--- config.mk ---
export PLATFORM = sky130hd
export DESIGN_NAME = latch_bank_write_arbiter
export DESIGN_NICKNAME = d
export VERILOG_FILES = /design/src/rtl/latch_bank_write_arbiter.sv
export SDC_FILE = /design/constraint.sdc
export NUM_CORES = 1
export LEC_CHECK = 0
export CORE_AREA = 2 2 73 75
export DETAILED_ROUTE_END_ITERATION = 16
export DIE_AREA = 0 0 75 77
export PLACE_DENSITY = 0.87
export SETUP_SLACK_MARGIN = 0.4
export SYNTH_ARGS = -nofsm -noshare
export SYNTH_HDL_FRONTEND = slang
export SYNTH_SLANG_ARGS = --single-unit
export TNS_END_PERCENT = 100
--- constraint.sdc ---
create_clock -name i_clk -period 3.15 [get_ports i_clk]
set_clock_uncertainty 0.15 [all_clocks]
set_input_delay 0.63 -clock i_clk [delete_from_list [all_inputs] [get_ports i_clk]]
set_output_delay 0.63 -clock i_clk [all_outputs]
set_load 0.02 [all_outputs]
--- src/rtl/latch_bank_write_arbiter.sv ---
// Round-robin write arbiter for a bank of gated D latches.
// Each grant drives LD, pulses exactly one strobe, then holds LD before releasing the bank.
module latch_bank_write_arbiter #(
  parameter int NREQ       = 4,
  parameter int AW         = 3,
  parameter int DW         = 8,
  parameter int SETUP_CYC  = 1,
  parameter int STROBE_CYC = 2,
  parameter int HOLD_CYC   = 1
) (
  input  logic                 i_clk,
  input  logic                 i_rst_n,
  input  logic [NREQ-1:0]      i_req,
  input  logic [NREQ*AW-1:0]   i_addr,
  input  logic [NREQ*DW-1:0]   i_data,
  output logic [NREQ-1:0]      o_gnt,
  output logic [NREQ-1:0]      o_ack,
  output logic                 o_busy,
  output logic [DW-1:0]        o_ld,
  output logic [(2**AW)-1:0]   o_st,
  output logic [1:0]           o_dbg_state
);

  localparam int NST = 2**AW;
  localparam int PW  = (NREQ > 1) ? $clog2(NREQ) : 1;

  localparam logic [3:0] C_SETUP  = 4'(SETUP_CYC);
  localparam logic [3:0] C_STROBE = 4'(STROBE_CYC);
  localparam logic [3:0] C_HOLD   = 4'(HOLD_CYC);

  // Handshake: a requester holds i_req until its one-cycle o_ack; address and
  // data are captured on the grant edge, so they may change once o_gnt is seen.
  typedef enum logic [1:0] {
    S_IDLE   = 2'd0,
    S_SETUP  = 2'd1,
    S_STROBE = 2'd2,
    S_HOLD   = 2'd3
  } state_t;

  state_t            r_state;
  logic [3:0]        r_cnt;
  logic [PW-1:0]     r_ptr;
  logic [AW-1:0]     r_addr;
  logic [NREQ-1:0]   r_gnt;
  logic [NREQ-1:0]   r_ack;
  logic              r_busy;
  logic [DW-1:0]     r_ld;
  logic [NST-1:0]    r_st;

  logic              w_any;
  logic [PW-1:0]     w_win;
  logic [PW-1:0]     w_next_ptr;
  logic [NREQ-1:0]   w_win_oh;
  logic [AW-1:0]     w_win_addr;
  logic [DW-1:0]     w_win_data;
  logic [NST-1:0]    w_st_oh;

  assign w_any = |i_req;

  // Scan from the highest offset down so the lowest offset from r_ptr wins.
  always_comb begin
    int            j;
    logic [PW-1:0] idx;
    j     = 0;
    idx   = '0;
    w_win = r_ptr;
    for (int k = NREQ - 1; k >= 0; k--) begin
      j = int'(r_ptr) + k;
      if (j >= NREQ) j = j - NREQ;
      idx = PW'(j);
      if (i_req[idx]) w_win = idx;
    end
  end

  assign w_next_ptr = (w_win == PW'(NREQ - 1)) ? '0 : w_win + PW'(1);

  always_comb begin
    w_win_oh   = '0;
    w_win_addr = '0;
    w_win_data = '0;
    for (int i = 0; i < NREQ; i++) begin
      if (w_win == PW'(i)) begin
        w_win_oh[i] = 1'b1;
        w_win_addr  = i_addr[i*AW +: AW];
        w_win_data  = i_data[i*DW +: DW];
      end
    end
  end

  assign w_st_oh = NST'(1) << r_addr;

  always_ff @(posedge i_clk or negedge i_rst_n) begin
    if (!i_rst_n) begin
      r_state <= S_IDLE;
      r_cnt   <= '0;
      r_ptr   <= '0;
      r_addr  <= '0;
      r_gnt   <= '0;
      r_ack   <= '0;
      r_busy  <= 1'b0;
      r_ld    <= '0;
      r_st    <= '0;
    end else begin
      r_ack <= '0;
      case (r_state)
        S_IDLE: begin
          if (w_any) begin
            r_gnt   <= w_win_oh;
            r_addr  <= w_win_addr;
            r_ld    <= w_win_data;
            r_ptr   <= w_next_ptr;
            r_busy  <= 1'b1;
            r_cnt   <= C_SETUP;
            r_state <= S_SETUP;
          end
        end
        S_SETUP: begin
          if (r_cnt == 4'd1) begin
            r_st    <= w_st_oh;
            r_cnt   <= C_STROBE;
            r_state <= S_STROBE;
          end else begin
            r_cnt <= r_cnt - 4'd1;
          end
        end
        S_STROBE: begin
          if (r_cnt == 4'd1) begin
            r_st    <= '0;
            r_cnt   <= C_HOLD;
            r_state <= S_HOLD;
            if (C_HOLD == 4'd1) r_ack <= r_gnt;
          end else begin
            r_cnt <= r_cnt - 4'd1;
          end
        end
        S_HOLD: begin
          if (r_cnt == 4'd1) begin
            r_gnt   <= '0;
            r_busy  <= 1'b0;
            r_cnt   <= '0;
            r_state <= S_IDLE;
          end else begin
            r_cnt <= r_cnt - 4'd1;
            // ACK lands in the final HOLD cycle.
            if (r_cnt == 4'd2) r_ack <= r_gnt;
          end
        end
        default: r_state <= S_IDLE;
      endcase
    end
  end

  assign o_gnt       = r_gnt;
  assign o_ack       = r_ack;
  assign o_busy      = r_busy;
  assign o_ld        = r_ld;
  assign o_st        = r_st;
  assign o_dbg_state = r_state;

endmodule

==> results of run 1 <==
==> cells in the mapped netlist, types with 2 or more instances <==
master | count | area, µm²
or4b_2 | 2 | 20.0
and2_1 | 4 | 25.0
nor3_1 | 2 | 10.0
dfrtp_1 | 36 | 901
o31ai_1 | 3 | 22.5
o41ai_1 | 4 | 35.0
o21ai_0 | 9 | 45.0
nand3b_1 | 12 | 90.1
nor3b_1 | 2 | 15.0
nor2b_1 | 3 | 18.8
a21oi_1 | 36 | 180
o211ai_1 | 2 | 15.0
o2bb2ai_1 | 3 | 26.3
nand3_1 | 3 | 15.0
a211oi_1 | 2 | 15.0
nand2b_1 | 6 | 37.5
nor2_1 | 17 | 63.8
ha_1 | 12 | 150
clkbuf_1 | 7 | 26.3
buf_2 | 3 | 15.0
inv_1 | 16 | 60.1
nand2_1 | 5 | 18.8
a22o_1 | 4 | 35.0
a22oi_1 | 2 | 15.0
a221o_1 | 11 | 110
==> final cells by class <==
class / count / area, µm²
Inverter: 16 / 60.1
Timing Repair Buffer: 85 / 855
Fill cell: 400 / 1760
Multi-Input combinational cell: 165 / 1210
Clock buffer: 6 / 72.6
Sequential cell: 36 / 901
Clock inverter: 2 / 35.0
Tap cell: 70 / 87.6
==> worst max path at each step <==
stage | from | end
floorplan | i_req[1] | o_ld[7]$_DFFE_PN0P_
global placement | i_req[1] | o_ld[3]$_DFFE_PN0P_
detailed placement | i_req[1] | o_ld[3]$_DFFE_PN0P_
CTS | i_req[1] | o_ld[3]$_DFFE_PN0P_
global route | i_req[2] | o_ld[3]$_DFFE_PN0P_
finish | i_req[2] | o_ld[3]$_DFFE_PN0P_
==> power breakdown <==
group | total (mW) | switching [mW] | internal, mW | leakage (nW)
sequential | 0.835 | 0.177 | 0.658 | 0.452
combinational | 1.81 | 0.946 | 0.868 | 0.850
clock | 0.408 | 0.173 | 0.235 | 0.0552
total | 3.06 | 1.30 | 1.76 | 1.36
==> timing repair <==
action                     in CTS  in global routing
setup endpoints to repair       0                 11
hold endpoints to repair        0                  0
gates resized for setup         0                  6
==> cells in the final DEF (no fill, tap or decap), types with 3 or more instances in the layout <==
| master | n |
|---|---|
| o2bb2ai_1 | 3 |
| nand3_1 | 3 |
| a22o_1 | 4 |
| and2_1 | 4 |
| o41ai_1 | 4 |
| o21ai_0 | 7 |
| nor2_1 | 17 |
| o31ai_1 | 3 |
| buf_4 | 6 |
| nand2_1 | 5 |
| nand3b_1 | 12 |
| dfrtp_1 | 36 |
| a21oi_1 | 36 |
| a221o_1 | 11 |
| nor2b_1 | 3 |
| clkbuf_8 | 5 |
| ha_1 | 11 |
| inv_1 | 16 |
| clkdlybuf4s50_1 | 74 |
| nand2b_1 | 6 |
==> cells by family (layout without fill, tap and decap cells) <==
group | Yosys count | in the layout
AO/OA/AOI/OAI | 87 | 87
buffers and inverters | 29 | 109
multiplexers | 3 | 3
adder cells (fa/ha/maj) | 12 | 12
AND/OR/NAND/NOR | 63 | 63
flip-flops | 36 | 36
==> state kept, by name (all words and copies together), names as in the netlist <==
name / flops
o_ack: 4
o_busy: 1
o_dbg_state: 2
o_gnt: 4
o_ld: 8
o_st: 8
r_addr: 3
r_cnt: 4
r_ptr: 2
==> worst max-delay path, stage by stage <==
cell and delay, ps:
clkdlybuf4s50_1 440, nor3b_1 180, or3_1 400, o22ai_2 190, ha_2 230, buf_12 150
a21oi_1 70, a221o_1 320, a21oi_1 140
==> layer usage <==
layer | track usage (%) | up-vias | part of all wire, %
li1 | - | 1011 | -
met5 | 0 | - | 0
met3 | 6.44 | 15 | 6.8
met1 | 24.3 | 998 | 40
met2 | 34.6 | 87 | 51
met4 | 8.57 | 0 | 2.1
==> impl_results.md, run 1 <==
* XOR/XNOR share of the synthesized area at 0%
* Crit path DAT at 2750 ps
* Seq cells post-synth at 36
* Maxcap violations at 0
* Slew @ Worst Pin at 789 ps
* Initial Utilization at 44.7%
* DRT Pass-1 Iters at 4
* Tcrit/Tclk final at 85.0%
* Routed wire per std cell at 15.1 µm
* Max-slew violation count at 0
* Yosys Warn Count at 0
* Layout net count at 371
* Place WS at 128 ps
* Simple-Gate Fraction of Synth Area at 17.6%
* Status: completed
* Chip width at 75 µm
* Total CTS buffers at 5
* Post-Syn Area at 2220 µm²
* Die Area at 5780 µm²
* CTS Sinks at 36
* Layout cell share with drive strength beyond 1 at 9.35%
* Reg2Reg Setup Slack at 830 ps
* Critical setup path kind: in -> reg
* CTS tree: built
* Post-route ant nets at 0
* Worst hold margin at 265 ps
* Leak pwr at 1.36 nW
* VDD IR max at 0.535 mV
* 1st-iter DRT viols at 122
* I/O Buffers at 76
* # hold bufs at CTS at 0
* FF-to-FF Start: o_dbg_state[0]$_DFFE_PN0P_
* GRT Overall Usage at 20.8%
* Total negative setup slack at 0 ps
* Root buf cell: clkbuf_8
* Syn Area/Cell at 9.67 µm²
* CORE AREA at 4980 µm²
* Final HPWL DP at 4160 µm
* Crit path required time at 3220 ps
* FMAX at 0.374 GHz
* Worst-path fanout max at 23
* Total Wirelength at 5720 µm
* Multiplexer share of the synthesized area at 1.63%
* Final instance area at 3220 µm²
* Synth Area in Compound Gates at 27.9%
* Vias in the first global route at 2136
* I/O pin total at 77
* Via Count at 2111
* Synthesized instance count at 230
* Routed vias/inst at 5.56
* Post-CTS setup buffers at 0
* RePlAce Congestion at 0.912
* CP startpoint kind: primary input
* CTS Buffer Depth at 2
* FF-to-FF path depth at 5
* Post-Synth Adder-Cell Area at 6.75%
* Setup-failing EPs final at 0
* Final core utilization at 64.6%
* Area growth, synth to finish at 44.7%
* Setup crit end kind: flip-flop
* Non-Filler Instances at 380
* Final min period at 2680 ps
* DRC violations left at 0
* RSZ-0062 raised after global routing: true
* Synth unique cells at 49
* First-pass GRT wire length at 9340 µm
* Post-layout total power at 3.06 mW
* Final Hold Fails at 0
* Seq/Total Area, Yosys at 40.5%
* End of the worst register-to-register path: o_dbg_state[1]$_DFFE_PN0P_
* Rows at 26
* Post-synth EDFFs at 0
* H-tree depth at 2
* Worst rel slew slack at 47.4%
* FFs w/ async S/R, synth at 100%
* N_diodes at 0
* Fin worst setup slack at 474 ps
* Synth Net Count at 292
* Number of cells after detailed placement at 372
* Largest net degree at the start of global routing at 37
* Clk Latency, worst-skew pair at 300 ps
* Die Ht at 77 µm
* DP Area at 3090 µm²
* Power density cells at 950 nW/µm²
* Initial antenna violation count at 0
* Grt total ovfl at 0
* Largest family of logic cells by synthesized area: compound AO/OA/AOI/OAI gates
* Worst-path clk slew at 80 ps
* Worst Hold Class: in -> async
* Primary FF master, synth: dfrtp_1
Note: power is estimated with default switching activity, not from simulation.
==> inputs of run 2 (changes only) <==
==> constraint.sdc (replaced) <==
create_clock -name i_clk -period 2.6 [get_ports i_clk]
set_clock_uncertainty 0.15 [all_clocks]
set_input_delay 0.52 -clock i_clk [delete_from_list [all_inputs] [get_ports i_clk]]
set_output_delay 0.52 -clock i_clk [all_outputs]
set_load 0.02 [all_outputs]
==> run 2 against run 1 <==
Compared with the run above:
- worst hold slack worse by 110 ps
- via count grew 9.7%
- cell count grew 4.5%
- critical path depth unchanged
- combinational power grew 49%
- highest routed layer unchanged
==> impl_results.md, run 2 (same netlist as run 1, synthesis figures left out) <==
* Multi-input gate area at 1340 µm² (was 1210 µm²)
* I/O pin total at 77 (unchanged)
* CTS tree: built (unchanged)
* CP max stage delay at 450 ps (was 440 ps)
* Max-slew violation count at 0 (unchanged)
* Worst hold margin at 158 ps (was 265 ps)
* Total Wirelength at 7270 µm (was 5720 µm)
* P_sw at 1.84 mW (was 1.30 mW)
* # hold bufs at CTS at 0 (unchanged)
* Final HPWL DP at 4500 µm (was 4160 µm)
* Routed wire per std cell at 18.3 µm (was 15.1 µm)
* Worst rel slew slack at 46.3% (was 47.4%)
* Fin worst setup slack at 248 ps (was 474 ps)
* CP startpoint kind: flip-flop (was primary input)
* Bufs and invs on worst path at 2 (unchanged)
* Place WS at -344 ps (was 128 ps)
* I/O Buffers at 76 (unchanged)
* Final Hold Fails at 0 (unchanged)
* DRC violations left at 0 (unchanged)
* Maxcap violations at 0 (unchanged)
* Clk pwr share at 12.1% (was 13.4%)
* GRT Overall Usage at 25.0% (was 20.8%)
* Worst-path cell chain: nor3b_2, or3_4, o22ai_4, buf_6, ha_4, buf_6, nand3b_1, a221o_1, a21oi_2 (was clkdlybuf4s50_1, nor3b_1, or3_1, o22ai_2, ha_2, buf_12, a21oi_1, a221o_1, a21oi_1)
* Power density cells at 1200 nW/µm² (was 950 nW/µm²)
* CTS Buffer Depth at 2 (unchanged)
* Area growth, synth to finish at 59.1% (was 44.7%)
* Initial Utilization at 44.7% (unchanged)
* Total CTS buffers at 5 (unchanged)
* Fill cell count at 338 (was 400)
* Tcrit/Tclk final at 90.5%
* CP max-delay cell: dfrtp_2 (was clkdlybuf4s50_1)
* Slew @ Worst Pin at 806 ps (was 789 ps)
* Clk Latency, worst-skew pair at 300 ps (about the same)
* Combinational share of power at 63.8% (was 59.3%)
* 1st-iter DRT viols at 163 (was 122)
* FMAX at 0.425 GHz
* Crit path required time at 2680 ps (was 3220 ps)
* Layout cell share with drive strength beyond 1 at 22.0% (was 9.35%)
* Worst-path clk slew at 80 ps (about the same)
* Crit path DAT at 2430 ps (was 2750 ps)
* Internal Power at 2.39 mW (was 1.76 mW)
* Critical setup path kind: reg -> reg (was in -> reg)
* CP top delay family: compound AO/OA/AOI/OAI gates (unchanged)
* RSZ-0062 raised after global routing: true (unchanged)
* Worst-path fanout max at 6 (was 23)
* Layout net count at 388 (was 371)
* DRT Pass-1 Iters at 5 (was 4)
* Routed vias/inst at 5.83 (was 5.56)
* Total negative setup slack at 0 ps (unchanged)
* RePlAce Congestion at 0.883 (was 0.912)
* Rows at 26 (unchanged)
* Largest net degree at the start of global routing at 37 (unchanged)
* Net Sw Frac at 43.5% (was 42.4%)
* CTS Sinks at 36 (unchanged)
* CORE AREA at 4980 µm² (unchanged)
* Die Ht at 77 µm (unchanged)
* Die Area at 5780 µm² (unchanged)
* Most common cell after layout, fill and taps aside: clkdlybuf4s50_1 (unchanged)
* FF/Latch Area at 902 µm² (was 901 µm²)
* Worst Hold Class: in -> async (unchanged)
* Status: completed (unchanged)
* Chip width at 75 µm (unchanged)
* VDD IR max at 0.754 mV (was 0.535 mV)
* First-pass GRT wire length at 11300 µm (was 9340 µm)
* H-tree depth at 2 (unchanged)
* CP dominant cell by count: buf_6 (was a21oi_1)
* Leak pwr at 1.47 nW (was 1.36 nW)
* Setup-failing EPs final at 0 (unchanged)
* Vias in the first global route at 2355 (was 2136)
* N_diodes at 0 (unchanged)
* Setup crit end kind: flip-flop (unchanged)
* Post-route ant nets at 0 (unchanged)
* Via Count at 2315 (was 2111)
* Root buf cell: clkbuf_8 (unchanged)
* Initial antenna violation count at 0 (unchanged)
* Commonest cells after routing, fill and taps aside: clkdlybuf4s50_1 (71), dfrtp_1 (35), a21oi_1 (25) (was clkdlybuf4s50_1 (74), a21oi_1 (36), dfrtp_1 (36))
* Final min period at 2350 ps
* Grt total ovfl at 0 (unchanged)
* Register share of total power at 24.2% (was 27.3%)
==> run 2: cell count changes in the layout (fill, tap and decap cells not counted), moves of 2 or more <==
cell / previous run / this run
buf_16: 0 / 2
a21oi_1: 36 / 25
ha_4: 0 / 3
buf_4: 6 / 18
nor3b_1: 2 / 0
dlygate4sd2_1: 0 / 2
ha_1: 11 / 8
a21oi_2: 0 / 10
clkdlybuf4s50_1: 74 / 71
buf_6: 1 / 3
==> run 2: final cells by class <==
cell class                      instances  share of cell area [%]
Multi-Input combinational cell        165                    38.0
Sequential cell                        36                    25.5
Timing Repair Buffer                  102                    29.2
Clock inverter                          3                    1.20
Inverter                               16                    1.70
Clock buffer                            5                    1.94
Tap cell                               70                    2.48
==> run 2: layer usage <==
layer	track usage, %	vias up	wire, µm
li1	-	1050	-
met1	28.9	1130	2800
met2	43.3	114	3840
met3	5.12	21	444
met4	10.7	0	190
met5	0	-	0
==> run 2: power groups by stage <==
stage,clock (mW),sequential (mW),combinational (mW)
final,0.512,1.02,2.70
after global routing,0.525,1.05,2.88
after CTS,0.504,1.01,2.52
after detailed placement,0,1.02,2.24
after global placement,0,1.01,2.15
after floorplan,0,1.17,1.31
==> run 2: final timing paths <==
kind                                 startpoint              endpoint  cells after the start  slack [ps]
hold / removal                          i_rst_n   o_ld[3]$_DFFE_PN0P_                      1         160
setup reg to reg           r_ptr[1]$_DFFE_PN0P_   o_ld[5]$_DFFE_PN0P_                      9         250
setup / recovery           r_ptr[1]$_DFFE_PN0P_   o_ld[5]$_DFFE_PN0P_                      9         250
min in group i_clk          o_st[6]$_DFFE_PN0P_   o_st[6]$_DFFE_PN0P_                      2         380
max in group asynchronous               i_rst_n  r_ptr[1]$_DFFE_PN0P_                      1        1590
hold reg to reg             o_st[6]$_DFFE_PN0P_   o_st[6]$_DFFE_PN0P_                      2         380
==> run 2: per-stage QoR <==
step | cell area [µm²] | total power, mW | instances | util, %
after floorplan | 2300 | 2.48 | 230 | -
after global placement | 3180 | 3.16 | 379 | 63.8
after detailed placement | 3180 | 3.26 | 379 | 63.8
after CTS | 3470 | 4.03 | 396 | 69.8
after global routing | 3540 | 4.46 | 397 | 71.1
final | 3540 | 4.24 | 397 | 71.1
==> run 2: what timing repair did <==
item / in CTS / in global routing
buffers inserted: 7 / 1
resized for setup: 28 / 13
pin swaps: 20 / 20
gates cloned: 2 / 0
setup endpoints to repair: 16 / 15
==> inputs of run 3 (changes only) <==
--- a/config.mk
+++ b/config.mk
@@ -5,11 +5,13 @@
 export SDC_FILE = /design/constraint.sdc
 export NUM_CORES = 1
 export LEC_CHECK = 0
+export CAP_MARGIN = 25
 export CORE_AREA = 2 2 73 75
 export DETAILED_ROUTE_END_ITERATION = 16
 export DIE_AREA = 0 0 75 77
 export PLACE_DENSITY = 0.87
 export SETUP_SLACK_MARGIN = 0.4
+export SKIP_LAST_GASP = 1
 export SYNTH_ARGS = -nofsm -noshare
 export SYNTH_HDL_FRONTEND = slang
 export SYNTH_SLANG_ARGS = --single-unit
==> results of run 3 <==
No change in the layout: final DEF, timing and power equal those of run 2.
